### src/rtl/sort_ctrl_pkg.sv
// Shared definitions for the in-place selection-sort controller: index widths,
// terminal index values and the controller state encoding.
package sort_ctrl_pkg;

  localparam int ADDR_W = 5;
  localparam logic [ADDR_W-1:0] LAST_IDX = 5'd31;
  localparam logic [ADDR_W-1:0] LAST_I   = 5'd30;

  typedef enum logic [3:0] {
    IDLE   = 4'd0,
    LD_I   = 4'd1,
    CAP_I  = 4'd2,
    LD_J   = 4'd3,
    CMP_J  = 4'd4,
    SWAP_A = 4'd5,
    SWAP_B = 4'd6,
    NEXT_I = 4'd7,
    DONE   = 4'd8
  } state_t;

endpackage

### src/rtl/sort_ctrl_if.sv
// Control and memory-port bundle between the sort controller and its host/memory.
interface sort_ctrl_if #(
  parameter int DATA_W = 8
);
  import sort_ctrl_pkg::*;

  // start is a single-cycle request sampled only in IDLE; done pulses for one
  // cycle at completion. mem_rdata returns the word addressed by mem_adr in the
  // cycle after mem_rd is high; mem_wr commits mem_wdata at mem_adr that cycle.
  logic              start;
  logic              busy;
  logic              done;
  logic              mem_rd;
  logic              mem_wr;
  logic [ADDR_W-1:0] mem_adr;
  logic [DATA_W-1:0] mem_wdata;
  logic [DATA_W-1:0] mem_rdata;

  modport slave (
    input  start, mem_rdata,
    output busy, done, mem_rd, mem_wr, mem_adr, mem_wdata
  );

  modport master (
    output start, mem_rdata,
    input  busy, done, mem_rd, mem_wr, mem_adr, mem_wdata
  );

endinterface

### src/rtl/sort_idx_cnt.sv
// Loadable 5-bit index counter with a terminal-count flag; saturates at TC_VAL
// so an index can never wrap past the end of the array.
module sort_idx_cnt
  import sort_ctrl_pkg::*;
#(
  parameter logic [ADDR_W-1:0] TC_VAL = LAST_IDX
) (
  input  logic              clk,
  input  logic              rst,
  input  logic              load,
  input  logic [ADDR_W-1:0] load_val,
  input  logic              inc,
  output logic [ADDR_W-1:0] cnt,
  output logic              tc
);

  logic [ADDR_W-1:0] cnt_q;
  logic [ADDR_W-1:0] cnt_d;

  always_comb begin
    cnt_d = cnt_q;
    if (load) begin
      cnt_d = load_val;
    end else if (inc && (cnt_q != TC_VAL)) begin
      cnt_d = cnt_q + 5'd1;
    end
  end

  always_ff @(posedge clk or negedge rst) begin
    if (!rst) begin
      cnt_q <= '0;
    end else begin
      cnt_q <= cnt_d;
    end
  end

  assign cnt = cnt_q;
  assign tc  = (cnt_q == TC_VAL);

endmodule

### src/rtl/sort_ctrl.sv
// Selection-sort controller sorting a 32-entry external memory in place.
// Define SORT_CTRL_DESC_EN for a descending sort; the default is ascending.
module sort_ctrl
  import sort_ctrl_pkg::*;
#(
  parameter int DATA_W = 8
) (
  input  logic        clk,
  input  logic        rst,
  sort_ctrl_if.slave  bus,
  output state_t      dbg_state
);

  state_t            state_q, state_d;
  logic [DATA_W-1:0] cur_q, cur_d;
  logic [DATA_W-1:0] min_q, min_d;
  logic [ADDR_W-1:0] min_idx_q, min_idx_d;

  logic              i_load, i_inc, i_tc;
  logic [ADDR_W-1:0] i_val, i_cnt;
  logic              j_load, j_inc, j_tc;
  logic [ADDR_W-1:0] j_val, j_cnt;

  logic              busy, done, mem_rd, mem_wr;
  logic [ADDR_W-1:0] mem_adr;
  logic [DATA_W-1:0] mem_wdata;
  logic              better;

  sort_idx_cnt #(.TC_VAL(LAST_I)) u_i_cnt (
    .clk      (clk),
    .rst      (rst),
    .load     (i_load),
    .load_val (i_val),
    .inc      (i_inc),
    .cnt      (i_cnt),
    .tc       (i_tc)
  );

  sort_idx_cnt #(.TC_VAL(LAST_IDX)) u_j_cnt (
    .clk      (clk),
    .rst      (rst),
    .load     (j_load),
    .load_val (j_val),
    .inc      (j_inc),
    .cnt      (j_cnt),
    .tc       (j_tc)
  );

  // Strict compare: ties never displace the current candidate.
`ifdef SORT_CTRL_DESC_EN
  assign better = (bus.mem_rdata > min_q);
`else
  assign better = (bus.mem_rdata < min_q);
`endif

  always_comb begin
    state_d   = state_q;
    cur_d     = cur_q;
    min_d     = min_q;
    min_idx_d = min_idx_q;
    i_load    = 1'b0;
    i_val     = '0;
    i_inc     = 1'b0;
    j_load    = 1'b0;
    j_val     = '0;
    j_inc     = 1'b0;
    busy      = 1'b0;
    done      = 1'b0;
    mem_rd    = 1'b0;
    mem_wr    = 1'b0;
    mem_adr   = '0;
    mem_wdata = '0;

    case (state_q)
      IDLE: begin
        if (bus.start) begin
          i_load  = 1'b1;
          i_val   = '0;
          state_d = LD_I;
        end
      end
      LD_I: begin
        busy    = 1'b1;
        mem_rd  = 1'b1;
        mem_adr = i_cnt;
        state_d = CAP_I;
      end
      CAP_I: begin
        busy      = 1'b1;
        cur_d     = bus.mem_rdata;
        min_d     = bus.mem_rdata;
        min_idx_d = i_cnt;
        j_load    = 1'b1;
        j_val     = i_cnt + 5'd1;
        state_d   = LD_J;
      end
      LD_J: begin
        busy    = 1'b1;
        mem_rd  = 1'b1;
        mem_adr = j_cnt;
        state_d = CMP_J;
      end
      CMP_J: begin
        busy = 1'b1;
        if (better) begin
          min_d     = bus.mem_rdata;
          min_idx_d = j_cnt;
        end
        if (j_tc) begin
          state_d = SWAP_A;
        end else begin
          j_inc   = 1'b1;
          state_d = LD_J;
        end
      end
      SWAP_A: begin
        busy = 1'b1;
        // The old value at i moves to the minimum's slot first.
        if (min_idx_q != i_cnt) begin
          mem_wr    = 1'b1;
          mem_adr   = min_idx_q;
          mem_wdata = cur_q;
          state_d   = SWAP_B;
        end else begin
          state_d = NEXT_I;
        end
      end
      SWAP_B: begin
        busy      = 1'b1;
        mem_wr    = 1'b1;
        mem_adr   = i_cnt;
        mem_wdata = min_q;
        state_d   = NEXT_I;
      end
      NEXT_I: begin
        busy = 1'b1;
        if (i_tc) begin
          state_d = DONE;
        end else begin
          i_inc   = 1'b1;
          state_d = LD_I;
        end
      end
      DONE: begin
        done    = 1'b1;
        state_d = IDLE;
      end
      default: begin
        state_d = IDLE;
      end
    endcase
  end

  always_ff @(posedge clk or negedge rst) begin
    if (!rst) begin
      state_q   <= IDLE;
      cur_q     <= '0;
      min_q     <= '0;
      min_idx_q <= '0;
    end else begin
      state_q   <= state_d;
      cur_q     <= cur_d;
      min_q     <= min_d;
      min_idx_q <= min_idx_d;
    end
  end

  // Outputs decode only from flops with async reset, so they clear with rst.
  assign bus.busy      = busy;
  assign bus.done      = done;
  assign bus.mem_rd    = mem_rd;
  assign bus.mem_wr    = mem_wr;
  assign bus.mem_adr   = mem_adr;
  assign bus.mem_wdata = mem_wdata;
  assign dbg_state     = state_q;

endmodule

### src/flat_wrapper.sv
// flat-port wrapper written by rule: the top's interface ports become plain ports
module sort_ctrl_flat import sort_ctrl_pkg::*;
#(
  parameter int DATA_W = 8
)
  (clk, rst, dbg_state, bus_start, bus_mem_rdata, bus_busy, bus_done, bus_mem_rd, bus_mem_wr, bus_mem_adr, bus_mem_wdata);
  sort_ctrl_if #(.DATA_W(DATA_W)) bus_i ();
  input  logic clk;
  input  logic rst;
  output state_t dbg_state;
  input wire logic [$bits(bus_i.start)-1:0] bus_start;
  input wire logic [$bits(bus_i.mem_rdata)-1:0] bus_mem_rdata;
  output wire logic [$bits(bus_i.busy)-1:0] bus_busy;
  output wire logic [$bits(bus_i.done)-1:0] bus_done;
  output wire logic [$bits(bus_i.mem_rd)-1:0] bus_mem_rd;
  output wire logic [$bits(bus_i.mem_wr)-1:0] bus_mem_wr;
  output wire logic [$bits(bus_i.mem_adr)-1:0] bus_mem_adr;
  output wire logic [$bits(bus_i.mem_wdata)-1:0] bus_mem_wdata;
  assign bus_i.start = bus_start;
  assign bus_i.mem_rdata = bus_mem_rdata;
  assign bus_busy = bus_i.busy;
  assign bus_done = bus_i.done;
  assign bus_mem_rd = bus_i.mem_rd;
  assign bus_mem_wr = bus_i.mem_wr;
  assign bus_mem_adr = bus_i.mem_adr;
  assign bus_mem_wdata = bus_i.mem_wdata;
  sort_ctrl #(.DATA_W(DATA_W)) u_core (.clk(clk), .rst(rst), .bus(bus_i), .dbg_state(dbg_state));
endmodule
### config.mk
export PLATFORM = sky130hd
export DESIGN_NAME = sort_ctrl_flat
export DESIGN_NICKNAME = d
export VERILOG_FILES = /design/src/rtl/sort_ctrl_pkg.sv /design/src/rtl/sort_ctrl_if.sv /design/src/rtl/sort_idx_cnt.sv /design/src/rtl/sort_ctrl.sv /design/src/flat_wrapper.sv
export SDC_FILE = /design/constraint.sdc
export NUM_CORES = 1
export LEC_CHECK = 0
export CAP_MARGIN = 20
export CORE_ASPECT_RATIO = 0.9
export CORE_MARGIN = 2
export CORE_UTILIZATION = 30
export CTS_CLUSTER_SIZE = 30
export DETAILED_ROUTE_END_ITERATION = 16
export SKIP_CTS_REPAIR_TIMING = 1
export SYNTH_ARGS = -nofsm -noshare
export SYNTH_HDL_FRONTEND = slang
export SYNTH_SLANG_ARGS = --single-unit
### constraint.sdc
create_clock -name clk -period 2.7 [get_ports clk]
set_clock_uncertainty 0.2 [all_clocks]
set_input_delay 0.405 -clock clk [delete_from_list [all_inputs] [get_ports clk]]
set_output_delay 0.405 -clock clk [all_outputs]
set_load 0.02 [all_outputs]
---- Word level (Yosys, flattened, before mapping) ----
Cells that the tools add are included.
cells by class
  add/sub/neg operators ................... 2
  $lt $le $gt $ge ......................... 1
  equal/unequal tests ..................... 15
  multiplexer cells ....................... 30
  reductions and logical operators ........ 10
operator list
  operator                                                count
  2-to-1 mux 5 bit                                        7
  case mux 4 bit (8 select lines)                         1
  case mux 8 bit (2 select lines)                         2
  equality test 4 x 3 -> 1 bit (second input constant)    4
  2-to-1 mux 8 bit                                        2
  case mux 5 bit (3 select lines)                         1
  2-to-1 mux 1 bit                                        12
  adder 5 x 1 -> 5 bit (second input constant)            2
  equality test 5 bit (second input constant)             2
  inequality test 5 bit (second input constant)           2
  case mux 5 bit (2 select lines)                         1
  equality test 4 x 2 -> 1 bit (second input constant)    2
  < comparator 8 bit                                      1
  2-to-1 mux 4 bit                                        2
  OR reduction 7 bit                                      1
  nonzero test 2 bit                                      3
  inequality test 5 bit                                   1
  equality test 4 x 1 -> 1 bit (second input constant)    1
  equality test 4 bit (second input constant)             1
  logical NOT 4 bit                                       1
  OR reduction 2 bit                                      2
  2-to-1 mux 3 bit                                        1
  logical AND 1 bit                                       2
  inequality test 2 x 1 -> 1 bit (second input constant)  1
  other kinds (3)                                         3
word-level totals
  register bits ........................... 35
  input bits .............................. 11
  output and inout bits ................... 21
  word-level logic and storage cells ...... 64

---- Logic depth before layout (Yosys ltp) ----
Gate-level depths: netlist of the first run.
  depth after elaboration ................. 6
  mapped depth ............................ 8

---- By module ----
Synthesis of the first run repeated with hierarchy kept, for this count alone.
second synthesis, totals
  cell total of the unflattened synthesis .. 238
  area, all modules ....................... 2282.2 um^2
by module, submodules not included
  module                         times used  cells each  area an instance (um^2)
  sort_ctrl                      1           175         1660.3
  sort_idx_cnt (u_core.u_i_cnt)  1           33          326.6
  sort_idx_cnt (u_core.u_j_cnt)  1           30          295.3

---- Worst setup path before layout of the first run ----
No wires, ideal clock.
  path kind ............................... reg-to-output
  start ................................... register u_core.state_q[1], in the netlist u_core.dbg_state[1]
  end ..................................... output bus_mem_wdata[0]
  arrival time ............................ 1.769 ns
  path slack .............................. 0.326 ns
  cell stages (with the launch flop) ...... 7
  path buffers ............................ 2
  path through ............................ dfrtp_1 buf_2 nor3b_1 nand2_1 a21oi_1 buf_2 a22o_1
between the ends
  longest elaborated chain between the ends .. 2
  elaborated cells between the ends (all ways) .. 3
RTL lines
  item                               line                RTL
  start: declaration                 sort_ctrl.sv:14     state_t state_q, state_d;
  start signal: assignment           sort_ctrl.sv:161    state_q <= state_d;
  equality test 4 x 3 -> 1 bit       sort_ctrl.sv:74     case (state_q)
  case mux 8 bit (2 select lines) *  sort_ctrl.sv:74
  end: declaration                   flat_wrapper.sv:18  output wire logic [$bits(bus_i.mem_wdata)-1:0] bus_mem_wdata;
Mark *: on every way between the ends. The rest lies on a longest branch, timed or not.

---- Worst setup path after layout of the first run ----
  start ................................... register u_core.min_idx_q[1]
  end ..................................... output bus_mem_wr
between the ends
  longest elaborated chain between the ends .. 3
RTL lines
  item                             line                RTL
  start: declaration               sort_ctrl.sv:17     logic [ADDR_W-1:0] min_idx_q, min_idx_d;
  start signal: assignment         sort_ctrl.sv:164    min_idx_q <= min_idx_d;
  inequality test 5 bit            sort_ctrl.sv:119    if (min_idx_q != i_cnt) begin
  2-to-1 mux 1 bit                 sort_ctrl.sv:119
  case mux 1 bit (2 select lines)  sort_ctrl.sv:74
  end: declaration                 flat_wrapper.sv:16  output wire logic [$bits(bus_i.mem_wr)-1:0] bus_mem_wr;
Every way passes these cells.

==> results of run 1 <==
Yosys cell counts, types with 3 or more instances:
| cell | instances | area [µm²] |
|---|---|---|
| sky130_fd_sc_hd__a222oi_1 | 4 | 40.04 |
| sky130_fd_sc_hd__o21ai_0 | 8 | 40.04 |
| sky130_fd_sc_hd__nor3_1 | 5 | 25.02 |
| sky130_fd_sc_hd__mux2_2 | 15 | 168.9 |
| sky130_fd_sc_hd__nor2_1 | 6 | 22.52 |
| sky130_fd_sc_hd__inv_1 | 14 | 52.55 |
| sky130_fd_sc_hd__dfrtp_1 | 35 | 875.8 |
| sky130_fd_sc_hd__a21oi_1 | 4 | 20.02 |
| sky130_fd_sc_hd__nand3_1 | 3 | 15.01 |
| sky130_fd_sc_hd__ha_1 | 11 | 137.6 |
| sky130_fd_sc_hd__nand2_1 | 12 | 45.04 |
| sky130_fd_sc_hd__a211oi_1 | 3 | 22.52 |
| sky130_fd_sc_hd__mux2_4 | 10 | 150.1 |
| sky130_fd_sc_hd__a22o_1 | 8 | 70.07 |
| sky130_fd_sc_hd__buf_2 | 3 | 15.01 |
| sky130_fd_sc_hd__clkbuf_1 | 5 | 18.77 |
| sky130_fd_sc_hd__xor2_1 | 11 | 96.34 |
critical path, cell delays in order (launching register included):
cell	delay, ns
sky130_fd_sc_hd__dfrtp_1	0.40
sky130_fd_sc_hd__xor2_1	0.17
sky130_fd_sc_hd__nor2_1	0.19
sky130_fd_sc_hd__a21oi_1	0.09
sky130_fd_sc_hd__buf_4	0.17
sky130_fd_sc_hd__buf_4	0.16
sky130_fd_sc_hd__or2_2	0.30
sky130_fd_sc_hd__dlymetal6s2s_1	0.21
per-layer routing:
metal  wire, µm  vias to the layer above  global-route usage (%)
li1           -                      821                       -
met3        213                        5                   3.142
met1       2570                      816                   20.80
met5          0                        -                       0
met2       2334                       29                   20.67
met4         38                        0                   4.412
placed cells by master (no fill, tap or decap), types with 8 or more instances in the layout:
| master | count |
|---|---|
| sky130_fd_sc_hd__a22o_1 | 8 |
| sky130_fd_sc_hd__buf_4 | 27 |
| sky130_fd_sc_hd__clkdlybuf4s50_1 | 17 |
| sky130_fd_sc_hd__dfrtp_1 | 35 |
| sky130_fd_sc_hd__dlymetal6s2s_1 | 12 |
| sky130_fd_sc_hd__ha_1 | 11 |
| sky130_fd_sc_hd__inv_1 | 14 |
| sky130_fd_sc_hd__mux2_2 | 15 |
| sky130_fd_sc_hd__mux2_4 | 10 |
| sky130_fd_sc_hd__nand2_1 | 12 |
| sky130_fd_sc_hd__o21ai_0 | 8 |
| sky130_fd_sc_hd__xor2_1 | 11 |
cell type report:
cell class	instances	share of cell area (%)
clock buffers	8	3.474
inverters	15	1.954
multi-input cells	137	41.64
flip-flops and latches	35	30.40
well taps	93	4.038
repair buffers	58	18.50
logic make-up (layout without fill, tap and decap cells):
kind of cell	count (synthesis)	after routing
adders and majority gates	11	11
and+or+nand+nor	48	48
buffers and inverters	24	81
xor gates and xnor gates	11	11
AOI/OAI and AO/OA	41	41
DFF	35	35
muxes	26	26
registers in the layout, summed over array words and instances, names as in the netlist:
register            count
u_core.cur_q            8
u_core.dbg_state        4
u_core.min_idx_q        5
u_core.min_q            8
u_core.u_i_cnt.cnt      5
u_core.u_j_cnt.cnt      5
power by group through the flow:
stage | Combinational (mW) | Sequential [mW] | Clock, mW
2_1_floorplan | 1.38 | 0.997 | 0
3_3_place_gp | 2.21 | 0.968 | 0
6_report | 2.23 | 0.977 | 0.418
3_5_place_dp | 2.24 | 0.981 | 0
4_1_cts | 2.26 | 0.974 | 0.431
5_1_grt | 2.45 | 1.01 | 0.453
final timing paths:
kind | startpoint | to | slack [ns] | cells after the start
min in group asynchronous | rst | u_core.u_j_cnt.cnt[3]$_DFFE_PN0P_ | 0.34 | 2
worst max-delay path | u_core.min_idx_q[1]$_DFFE_PN0P_ | bus_mem_wr | 0.13 | 7
worst max register to register | u_core.u_j_cnt.cnt[0]$_DFFE_PN0P_ | u_core.u_j_cnt.cnt[3]$_DFFE_PN0P_ | 0.35 | 7
worst min-delay path | u_core.cur_q[0]$_DFFE_PN0P_ | u_core.cur_q[0]$_DFFE_PN0P_ | 0.31 | 1
max in group asynchronous | rst | u_core.min_q[2]$_DFFE_PN0P_ | 1.64 | 2
worst min register to register | u_core.cur_q[0]$_DFFE_PN0P_ | u_core.cur_q[0]$_DFFE_PN0P_ | 0.31 | 1
per-stage QoR:
stage | instances | utilization, % | area, µm²
final | 346 | 41.15 | 2882
after floorplan | 196 | - | 2160
after global placement | 338 | 39.18 | 2744
after global routing | 346 | 41.15 | 2882
after CTS | 346 | 40.61 | 2844
after detailed placement | 338 | 39.18 | 2744
==> out/metrics.json, run 1 <==
{
  "async_flop_share": {"value": 100.0, "unit": "%"},
  "mappedNetlistNets": {"value": 218},
  "diodes": {"value": 0},
  "drtPass1Iterations": {"value": 4},
  "clk_pin_slew": {"value": 0.07, "unit": "ns"},
  "die-height": {"value": 84.49, "unit": "µm"},
  "core": {"value": 7003, "unit": "µm²"},
  "hpwl": {"value": 3.834, "unit": "mm"},
  "clock_tree.htree_level_count": {"value": 2},
  "maxCapViolCount": {"value": 0},
  "worst_ep_arrival_time": {"value": 1.97, "unit": "ns"},
  "share_seq_of_total_power": {"value": 27.0, "unit": "%"},
  "finalPower": {"value": 3.621, "unit": "mW"},
  "gp_weighted_congestion": {"value": 0.8466},
  "cells_after_synthesis": {"value": 196},
  "outcome": {"value": "finished, final reports clean"},
  "power.net_switching": {"value": 1.476, "unit": "mW"},
  "detail_route.drc_violations": {"value": 0},
  "layout.filler_cells": {"value": 675},
  "track_usage": {"value": 14.15, "unit": "%"},
  "insertion_delay_to_the_later_sink_of_the_worst_skew_pair": {"value": 0.28, "unit": "ns"},
  "final_layout_size_suffix_gt1_share": {"value": 29.64, "unit": "%"},
  "grt_max_degree": {"value": 36},
  "floorplan.die_area": {"value": 7894, "unit": "µm²"},
  "post_synth_xor_area_fraction": {"value": 4.461, "unit": "%"},
  "clk_path_buf_depth": {"value": 2},
  "placement.setup.worst_slack": {"value": -0.03401, "unit": "ns"},
  "synth-warning-count": {"value": 0},
  "cp_data_required_time": {"value": 2.10, "unit": "ns"},
  "fin_hold_ws": {"value": 0.3112, "unit": "ns"},
  "postLayoutSetupSlackWorst": {"value": 0.1259, "unit": "ns"},
  "final.setup.tns": {"value": 0, "unit": "ns"},
  "synth_top_family_by_area": {"value": "multiplexers"},
  "grt_overflow_total": {"value": 0},
  "total_leakage_power": {"value": 1.495, "unit": "nW"},
  "seq_area_frac_synth": {"value": 40.56, "unit": "%"},
  "vdd_drop_max": {"value": 0.3670, "unit": "mV"},
  "mappedNetlistArea": {"value": 2160, "unit": "µm²"},
  "worst_setup_path_end_kind": {"value": "primary output"},
  "power_frac_clock": {"value": 11.6, "unit": "%"},
  "muxShareOfSynthArea": {"value": 15.24, "unit": "%"},
  "startpoint_types": {"value": "flip-flop"},
  "crit_type": {"value": "flip-flop to primary output"},
  "synth.distinct_cells": {"value": 46},
  "final_number_of_setup_violating_endpoints": {"value": 0},
  "post_synth_and_or_nand_nor_area_fraction": {"value": 13.79, "unit": "%"},
  "hold_class": {"value": "flip-flop to flip-flop"},
  "synthFlopType": {"value": "sky130_fd_sc_hd__dfrtp_1"},
  "cts_sinks": {"value": 35},
  "post_synth.cell_area_avg": {"value": 11.02, "unit": "µm²"},
  "synthAdderAreaFrac": {"value": 6.373, "unit": "%"},
  "internal-power": {"value": 2.145, "unit": "mW"},
  "std_cell_rows": {"value": 29},
  "drt-total-wl": {"value": 5.156, "unit": "mm"},
  "regArea": {"value": 875.8, "unit": "µm²"},
  "fmax": {"value": 0.3885, "unit": "GHz"},
  "wire_per_inst": {"value": 14.90, "unit": "µm"},
  "hold_viol_final": {"value": 0},
  "ctsRootBufferMaster": {"value": "sky130_fd_sc_hd__clkbuf_8"},
  "pwr-share-comb": {"value": 61.5, "unit": "%"},
  "switching_share": {"value": 40.77, "unit": "%"},
  "initial_core_util": {"value": 30.84, "unit": "%"},
  "drt-vias-per-instance": {"value": 4.829},
  "multi_input_area": {"value": 1200, "unit": "µm²"},
  "synth_compound_gate_area_share": {"value": 14.89, "unit": "%"},
  "cts_made_buffers": {"value": 5},
  "placement.io_buffers": {"value": 31},
  "die_w": {"value": 93.44, "unit": "µm"},
  "synth_edf_count": {"value": 0},
  "grt_antenna_before_repair": {"value": 0},
  "postSynthRegisterBits": {"value": 35},
  "route.vias.total": {"value": 1671},
  "route.antenna.remaining_nets": {"value": 0},
  "final_period_minus_worst_setup_slack": {"value": 2.574, "unit": "ns"},
  "grt_first_pass_wirelength": {"value": 8.790, "unit": "mm"},
  "flow.area_growth_from_synthesis": {"value": 33.43, "unit": "%"},
  "timing.critical_path.fanout_max": {"value": 6},
  "drt_iter0_drc": {"value": 92},
  "powerDensity": {"value": 1257, "unit": "nW/µm²"},
  "tritoncts": {"value": "yes"},
  "timing.max_slew.rel_slack": {"value": 66.03, "unit": "%"},
  "worst_slew_pin_slew": {"value": 0.5057, "unit": "ns"},
  "final_min_period_over_clock_period": {"value": 95.34, "unit": "%"},
  "slew_violations": {"value": 0},
  "layout.nets": {"value": 274},
  "pin_count": {"value": 32},
  "first_global_vias": {"value": 1775}
}
Note: power is estimated with default switching activity, not from simulation.
==> run 2, diff against run 1 <==
Settings changed: CTS_BUF_LIST set to sky130_fd_sc_hd__clkbuf_2 sky130_fd_sc_hd__clkbuf_4 sky130_fd_sc_hd__clkbuf_8.
==> out/metrics.json, run 2 (synthesis results as in run 1) <==
{
  "clock_tree.htree_level_count": {"value": 2, "change": "unchanged"},
  "vdd_drop_max": {"value": 0.3663, "unit": "mV", "change": "was 0.3670 mV"},
  "timing.critical_path.fanout_max": {"value": 6, "change": "unchanged"},
  "worst_ep_arrival_time": {"value": 1.96, "unit": "ns", "change": "was 1.97 ns"},
  "drt-vias-per-instance": {"value": 4.855, "change": "was 4.829"},
  "die_w": {"value": 93.44, "unit": "µm", "change": "unchanged"},
  "insertion_delay_to_the_later_sink_of_the_worst_skew_pair": {"value": 0.28, "unit": "ns", "change": "about the same"},
  "worst_slew_pin_slew": {"value": 0.5056, "unit": "ns", "change": "was 0.5057 ns"},
  "critical_path_s_slowest_cell": {"value": "sky130_fd_sc_hd__dfrtp_1", "change": "unchanged"},
  "startpoint_types": {"value": "flip-flop", "change": "unchanged"},
  "powerDensity": {"value": 1257, "unit": "nW/µm²", "change": "about the same"},
  "layout.cells.most_common": {"value": "sky130_fd_sc_hd__dfrtp_1", "change": "unchanged"},
  "final_number_of_setup_violating_endpoints": {"value": 0, "change": "unchanged"},
  "final_period_minus_worst_setup_slack": {"value": 2.570, "unit": "ns", "change": "was 2.574 ns"},
  "worst-path-buf-inv": {"value": 3, "change": "unchanged"},
  "fmax": {"value": 0.3891, "unit": "GHz", "change": "was 0.3885 GHz"},
  "placed_cell_area": {"value": 2744, "unit": "µm²", "change": "unchanged"},
  "tritoncts": {"value": "yes", "change": "unchanged"},
  "maxCapViolCount": {"value": 0, "change": "unchanged"},
  "grt_overflow_total": {"value": 0, "change": "unchanged"},
  "hold_class": {"value": "flip-flop to flip-flop", "change": "unchanged"},
  "hpwl": {"value": 3.834, "unit": "mm", "change": "unchanged"},
  "worst_setup_path_end_kind": {"value": "primary output", "change": "unchanged"},
  "route.antenna.remaining_nets": {"value": 0, "change": "unchanged"},
  "pin_count": {"value": 32, "change": "unchanged"},
  "ctsRootBufferMaster": {"value": "sky130_fd_sc_hd__clkbuf_8", "change": "unchanged"},
  "floorplan.die_area": {"value": 7894, "unit": "µm²", "change": "unchanged"},
  "drt_iter0_drc": {"value": 100, "change": "was 92"},
  "placement.io_buffers": {"value": 31, "change": "unchanged"},
  "final_min_period_over_clock_period": {"value": 95.18, "unit": "%", "change": "was 95.34%"},
  "route.vias.total": {"value": 1680, "change": "was 1,671"},
  "drtPass1Iterations": {"value": 4, "change": "unchanged"},
  "detail_route.drc_violations": {"value": 0, "change": "unchanged"},
  "worst_path_dominant_cell_family": {"value": "buffers and inverters", "change": "unchanged"},
  "initial_core_util": {"value": 30.84, "unit": "%", "change": "unchanged"},
  "slew_violations": {"value": 0, "change": "unchanged"},
  "grt_antenna_before_repair": {"value": 0, "change": "unchanged"},
  "cpMostUsedCell": {"value": "sky130_fd_sc_hd__buf_4", "change": "unchanged"},
  "clk_path_buf_depth": {"value": 2, "change": "unchanged"},
  "cts_made_buffers": {"value": 5, "change": "unchanged"},
  "die-height": {"value": 84.49, "unit": "µm", "change": "unchanged"},
  "cp_data_required_time": {"value": 2.10, "unit": "ns", "change": "about the same"},
  "std_cell_rows": {"value": 29, "change": "unchanged"},
  "diodes": {"value": 0, "change": "unchanged"},
  "flow.area_growth_from_synthesis": {"value": 33.60, "unit": "%", "change": "was 33.43%"},
  "final.setup.tns": {"value": 0, "unit": "ns", "change": "unchanged"},
  "outcome": {"value": "finished, final reports clean", "change": "unchanged"},
  "timing.max_slew.rel_slack": {"value": 66.04, "unit": "%", "change": "was 66.03%"},
  "largest_regs": {"value": "u_core.cur_q x8, u_core.min_q x8", "change": "unchanged"},
  "grt_max_degree": {"value": 36, "change": "unchanged"},
  "design_area": {"value": 2885, "unit": "µm²", "change": "was 2882 µm²"},
  "cts_sinks": {"value": 35, "change": "unchanged"},
  "grt_first_pass_wirelength": {"value": 8.721, "unit": "mm", "change": "was 8.790 mm"},
  "crit_type": {"value": "flip-flop to primary output", "change": "unchanged"},
  "clk_pin_slew": {"value": 0.07, "unit": "ns", "change": "about the same"},
  "core": {"value": 7003, "unit": "µm²", "change": "unchanged"},
  "max_stage_delay": {"value": 0.43, "unit": "ns", "change": "was 0.40 ns"},
  "total_leakage_power": {"value": 1.498, "unit": "nW", "change": "was 1.495 nW"},
  "track_usage": {"value": 14.03, "unit": "%", "change": "was 14.15%"},
  "final_layout_size_suffix_gt1_share": {"value": 30.04, "unit": "%", "change": "was 29.64%"},
  "commonest_cells_after_routing_fill_and_taps_aside": {"value": "sky130_fd_sc_hd__dfrtp_1 (35), sky130_fd_sc_hd__buf_4 (27), sky130_fd_sc_hd__clkdlybuf4s50_1 (17), sky130_fd_sc_hd__mux2_2 (15), sky130_fd_sc_hd__inv_1 (14)", "change": "unchanged"},
  "path_cells": {"value": "xor2_1 -> nor2_1 -> a21oi_1 -> buf_4 -> buf_4 -> or2_2 -> dlymetal6s2s_1", "change": "unchanged"},
  "gp_weighted_congestion": {"value": 0.8466, "change": "unchanged"},
  "drt-total-wl": {"value": 5.130, "unit": "mm", "change": "was 5.156 mm"},
  "hold_viol_final": {"value": 0, "change": "unchanged"},
  "wire_per_inst": {"value": 14.83, "unit": "µm", "change": "was 14.90 µm"},
  "layout.nets": {"value": 274, "change": "unchanged"},
  "first_global_vias": {"value": 1752, "change": "was 1,775"}
}
==> run 2: where the power goes <==
part	switching [mW]	total, mW	internal [mW]
logic	1.09	2.22	1.13
registers	0.198	0.975	0.777
clock network	0.186	0.429	0.243
==> run 2: path summary, 6_finish.rpt <==
kind / from / slack (ns) / endpoint / depth (start not counted)
max: u_core.min_idx_q[0]$_DFFE_PN0P_ / 0.13 / bus_mem_wr / 7
min: u_core.cur_q[0]$_DFFE_PN0P_ / 0.31 / u_core.cur_q[0]$_DFFE_PN0P_ / 1
max reg2reg: u_core.u_j_cnt.cnt[0]$_DFFE_PN0P_ / 0.35 / u_core.u_j_cnt.cnt[3]$_DFFE_PN0P_ / 7
min reg2reg: u_core.cur_q[0]$_DFFE_PN0P_ / 0.31 / u_core.cur_q[0]$_DFFE_PN0P_ / 1
max in group asynchronous: rst / 1.64 / u_core.min_q[2]$_DFFE_PN0P_ / 2
min in group asynchronous: rst / 0.33 / u_core.u_j_cnt.cnt[3]$_DFFE_PN0P_ / 2
==> run 2: cell type report <==
cell class | count | area (µm²)
sequential | 35 | 875.8
multi-input combinational | 137 | 1200
fill | 674 | 4118
timing repair buffer | 58 | 533.0
inverter | 15 | 56.30
tap | 93 | 116.4
clock buffer | 8 | 103.9
==> run 2: metal layers <==
metal  vias to the layer above  track usage (%)  wire (µm)
met5                         -                0          0
met2                        43            20.41       2295
met4                         0            3.610         30
met3                         6            3.501        269
li1                        820                -          -
met1                       811            20.80       2534
==> run 2: through the flow <==
step	cells	utilization, %	total power [mW]	setup slack (ns)	hold slack, ns
3_5_place_dp	338	39.18	3.222	-0.03401	0.2962
5_1_grt	346	41.20	3.917	-0.01624	0.3387
2_1_floorplan	196	-	2.374	0.3262	-0.09059
4_1_cts	346	40.66	3.669	-0.2738	0.3129
3_3_place_gp	338	39.18	3.183	-0.02727	0.2893
6_report	346	41.20	3.628	0.1300	0.3111
